$ cat src/rtl/instr_fetch_unit.sv
// Instruction fetch stage: PC, memory read handshake and instruction register.
// Redirects during an outstanding read squash the returning word.
module instr_fetch_unit #(
   parameter int                    ADDR_WIDTH = 16,
   parameter logic [ADDR_WIDTH-1:0] RESET_PC   = '0,
   parameter int                    PC_INC     = 2
) (
   input  logic                  CLK,
   input  logic                  Reset,
   input  logic                  fetch_req,
   input  logic                  PCWrite,
   input  logic [ADDR_WIDTH-1:0] pc_target,
   output logic                  mem_read,
   output logic [ADDR_WIDTH-1:0] mem_addr,
   input  logic                  mem_ready,
   input  logic [15:0]           mem_rdata,
   output logic [15:0]           instr,
   output logic [4:0]            Opcode,
   output logic                  instr_valid,
   output logic [ADDR_WIDTH-1:0] pc,
   output logic [ADDR_WIDTH-1:0] instr_pc,
   output logic [ADDR_WIDTH-1:0] instr_pc_plus,
   output logic [15:0]           fetch_count
);

   typedef enum logic [1:0] {
      IDLE,
      FETCH,
      VALID
   } stateT;

   localparam logic [ADDR_WIDTH-1:0] INC = ADDR_WIDTH'(PC_INC);

   stateT                 state;
   logic [ADDR_WIDTH-1:0] reqAddr;
   logic                  squash;

   assign mem_read      = (state == FETCH);
   assign mem_addr      = reqAddr;
   assign Opcode        = instr[15:11];
   assign instr_pc_plus = instr_pc + INC;

   always_ff @(posedge CLK or negedge Reset) begin
      if (!Reset) begin
         state       <= IDLE;
         pc          <= RESET_PC;
         reqAddr     <= RESET_PC;
         instr       <= '0;
         instr_pc    <= '0;
         squash      <= 1'b0;
         fetch_count <= '0;
         instr_valid <= 1'b0;
      end else begin
         unique case (state)
            IDLE, VALID: begin
               if (PCWrite)
                  pc <= pc_target;
               if (fetch_req) begin
                  reqAddr     <= PCWrite ? pc_target : pc;
                  state       <= FETCH;
                  instr_valid <= 1'b0;
               end
            end
            FETCH: begin
               if (mem_ready) begin
                  if (squash || PCWrite) begin
                     // drop the stale word and re-request at the newest PC
                     squash  <= 1'b0;
                     reqAddr <= PCWrite ? pc_target : pc;
                     if (PCWrite)
                        pc <= pc_target;
                  end else begin
                     instr       <= mem_rdata;
                     instr_pc    <= reqAddr;
                     pc          <= reqAddr + INC;
                     fetch_count <= fetch_count + 16'd1;
                     instr_valid <= 1'b1;
                     state       <= VALID;
                  end
               end else if (PCWrite) begin
                  pc     <= pc_target;
                  squash <= 1'b1;
               end
            end
            default: state <= IDLE;
         endcase
      end
   end

endmodule

$ cat config.mk
export PLATFORM = sky130hd
export DESIGN_NAME = instr_fetch_unit
export DESIGN_NICKNAME = d
export VERILOG_FILES = /design/src/rtl/instr_fetch_unit.sv
export SDC_FILE = /design/constraint.sdc
export NUM_CORES = 1
export LEC_CHECK = 0
export ABC_AREA = 1
export BUFFER_PORTS_ARGS = -buffer_cell sky130_fd_sc_hd__buf_2
export CAP_MARGIN = 5
export CORE_MARGIN = 5
export CORE_UTILIZATION = 35
export CTS_CLUSTER_DIAMETER = 30
export CTS_CLUSTER_SIZE = 12
export DETAILED_ROUTE_END_ITERATION = 10
export GPL_TIMING_DRIVEN = 1
export PLACE_DENSITY = 0.69
export SETUP_SLACK_MARGIN = 0.2
export SYNTH_ARGS = -nofsm -noshare
export SYNTH_HDL_FRONTEND = slang
export SYNTH_SLANG_ARGS = --single-unit
export TNS_END_PERCENT = 100
$ cat constraint.sdc
create_clock -name CLK -period 1.4 [get_ports CLK]
set_input_delay 0.07 -clock CLK [delete_from_list [all_inputs] [get_ports CLK]]
set_output_delay 0.07 -clock CLK [all_outputs]
set_load 0.05 [all_outputs]
==> run_results.csv <==
group,metric,value,unit
timing,fmax,543,MHz
floorplanning,rows,41,
detailed_routing,wl_per_cell,18.7,µm
final_layout,finalNetCount,883,
timing,hold_violations,0,
timing,setup_tns,-11.01,ns
placed_design,dp_hpwl,10.7,mm
floorplanning,dieHeight,123,µm
floorplanning,dieArea,15100,µm²
floorplanning,start_util,0.355,
grt,grt_overflow,0,
cts,clkSlewWorstSetupHoldPaths,0.07,ns
hold_path,hp-class,"input port to flip-flop",
timing,setup_violations,86,
detailed_routing,ant_nets,0,
detailed_routing,detailedRoute.firstPassIterationCount,5,
grt,grt_pass1_vias,5348,
yosys,yosys.area.top_type,"dfrtp_1",
grt,grt_pass1_wl,27.2,mm
timing,slew_violations,0,
yosys,yosysSeqAreaShare,0.471,
placed_design,gp_routability_congestion,0.895,
worst_setup_path,cp.required,1.33,ns
cts,cts_tree,"done",
timing,rsz0062_at_grt,"yes",
floorplanning,core,12600,µm²
power,p_per_area,2630,nW/µm²
detailed_routing,vias_per_cell,5.09,
timing,fin_skew,0.00807,ns
yosys,yosysTopAreaCellShare,0.471,
power,vdd_ir_drop_max,1.20,mV
placed_design,pre_cts_ws,-0.166,ns
placed_design,io_buffer_count,139,
worst_setup_path,path_class,"flip-flop to primary output",
grt,track_usage,0.233,
yosys,synth_cell_type_count,38,
detailed_routing,dr_total_vias,5196,
worst_setup_path,cp-start-kind,"flip-flop",
timing,post-route-min-period,1.84,ns
timing,timing.final.ws_setup,-0.441,ns
timing,period_share,1.31,
floorplanning,die_x,123,µm
detailed_routing,drc,0,
grt,antenna_found_initial,1,
detailed_routing,wirelength,19.0,mm
floorplanning,pin_count,140,
outcome,status,"finished, violations left",
final_layout,syn2layout_area_growth,97.0,%
cts,root_buffer,"clkbuf_16",
cts,clk_path_buf_depth,2,
worst_setup_path,cp-end-kind,"primary output",
cts,cts_buffers,9,
cts,clock-sinks,84,
yosys,avgSynthCellArea,8.08,µm²
final_layout,antennaDiodeCount,0,
detailed_routing,drt_iter0_drc,373,
final_layout,mostFrequentLayoutCell,"nand2_1",
yosys,ys_seq_elements,84,
yosys,synth_fp_nets,593,
final_layout,layout_common_cells,"nand2_1 (111), buf_2 (98), buf_6 (80)",
outcome,violations,"negative setup slack",
power,power.leakage,4.21,nW
timing,worst_slew_pin_slew,0.535,ns
final_layout,drive_gt1_frac,0.650,
cts,h-tree-depth,3,
cts,clock_latency,0.35,ns
worst_setup_path,path_max_fanout,2,
yosys,synth_area_leaders,"dfrtp_1 (47%), nand2_1 (17%), nor2_1 (3.6%)",
yosys,synth.cell_area,4470,µm²
worst_setup_path,arrival,1.77,ns
yosys,syn_inst,553,
timing,relSlewSlack,0.640,
grt,grt_max_degree,33,
run,drv_cap,0,
yosys,yosys_warnings,0,
registers in the layout (all words and copies together), names as in the netlist:
| register | flops |
|---|---|
| mem_addr | 16 |
| fetch_count | 16 |
| instr_valid | 1 |
| instr_pc | 16 |
| state | 2 |
| instr | 16 |
| pc | 16 |
| squash | 1 |
stage by stage:
stage | power (mW) | area (µm²) | hold slack [ns] | util | instances
after global placement | 15.3 | 6250 | -0.0441 | 0.497 | 913
after detailed placement | 15.6 | 6250 | -0.0413 | 0.497 | 913
after global routing | 24.1 | 8800 | 0.0473 | 0.700 | 1020
after CTS | 21.3 | 8170 | 0.0126 | 0.650 | 1001
after floorplan | 12.5 | 4910 | -0.226 | - | 553
final | 23.1 | 8800 | 0.0381 | 0.700 | 1020
critical path, stage by stage, from the launching register on:
cell	delay (ns)
dfrtp_4	0.41
buf_4	0.11
nand4_1	0.09
or3_4	0.45
xnor2_4	0.18
buf_6	0.18
repair_timing:
action | in CTS | in global routing
pin swaps | 52 | 47
gates cloned | 16 | 0
buffers inserted | 39 | 19
gates resized for setup | 246 | 128
setup endpoints to repair | 113 | 120
hold buffers | 17 | 0
hold endpoints to repair | 100 | 0
layout make-up:
| type | instances | area (µm²) |
|---|---|---|
| Fill cell | 837 | 3770 |
| Multi-Input combinational cell | 409 | 3140 |
| Timing Repair Buffer | 298 | 2800 |
| Sequential cell | 84 | 2160 |
| Clock buffer | 10 | 239 |
| Tap cell | 172 | 215 |
| Inverter | 41 | 168 |
| Clock inverter | 6 | 70.1 |
cells in the mapped netlist (all sizes together):
cell / count
a21oi: 18
a22o: 1
a22oi: 1
a31oi: 3
buf: 21
clkbuf: 2
dfrtp: 84
ha: 3
inv: 41
mux2i: 6
nand2: 201
nand3: 21
nand3b: 2
nand4: 15
nor2: 52
nor3: 5
o211ai: 2
o21ai: 43
o21bai: 1
or2: 3
or3: 1
xnor2: 10
xor2: 17
per-layer routing:
layer  track usage  vias to the layer above  share of wire  wire [µm]
met1         0.262                     2543           0.36       6790
met3        0.0581                       61          0.072       1370
met2         0.427                      236           0.53      10100
met5             0                        -        0.00068         13
met4        0.0791                        2          0.040        768
li1              -                     2354              -          -
cells by family (layout without fill, tap and decap cells):
group / Yosys count / count (layout) / synth area share
adders and majority gates: 3 / 3 / 0.00841
and+or+nand+nor: 300 / 304 / 0.292
muxes: 6 / 6 / 0.0134
DFF: 84 / 84 / 0.471
xor gates and xnor gates: 27 / 27 / 0.0530
AOI/OAI and AO/OA: 69 / 69 / 0.0916
buffers and inverters: 64 / 355 / 0.0709
power by group:
part / leakage, nW / switching, mW / total (mW) / internal, mW
logic: 3.06 / 9.72 / 15.7 / 5.95
registers: 0.992 / 1.34 / 4.92 / 3.59
clock network: 0.154 / 1.09 / 2.54 / 1.45
final timing paths:
check | to | slack, ns | start | cells after the start
setup reg to reg | mem_addr[1]$_DFFE_PN0P_ | -0.22 | state[0]$_DFFE_PN0P_ | 9
hold / removal | mem_addr[9]$_DFFE_PN0P_ | 0.04 | pc_target[9] | 3
min in group asynchronous | fetch_count[9]$_DFFE_PN0P_ | 0.14 | Reset | 2
max in group asynchronous | mem_addr[11]$_DFFE_PN0P_ | 0.67 | Reset | 3
setup / recovery | instr_pc_plus[13] | -0.44 | instr_pc[9]$_DFFE_PN0P_ | 5
hold reg to reg | instr[1]$_DFFE_PN0P_ | 0.48 | instr[1]$_DFFE_PN0P_ | 2
No activity file was read; power rests on OpenSTA's default activity.
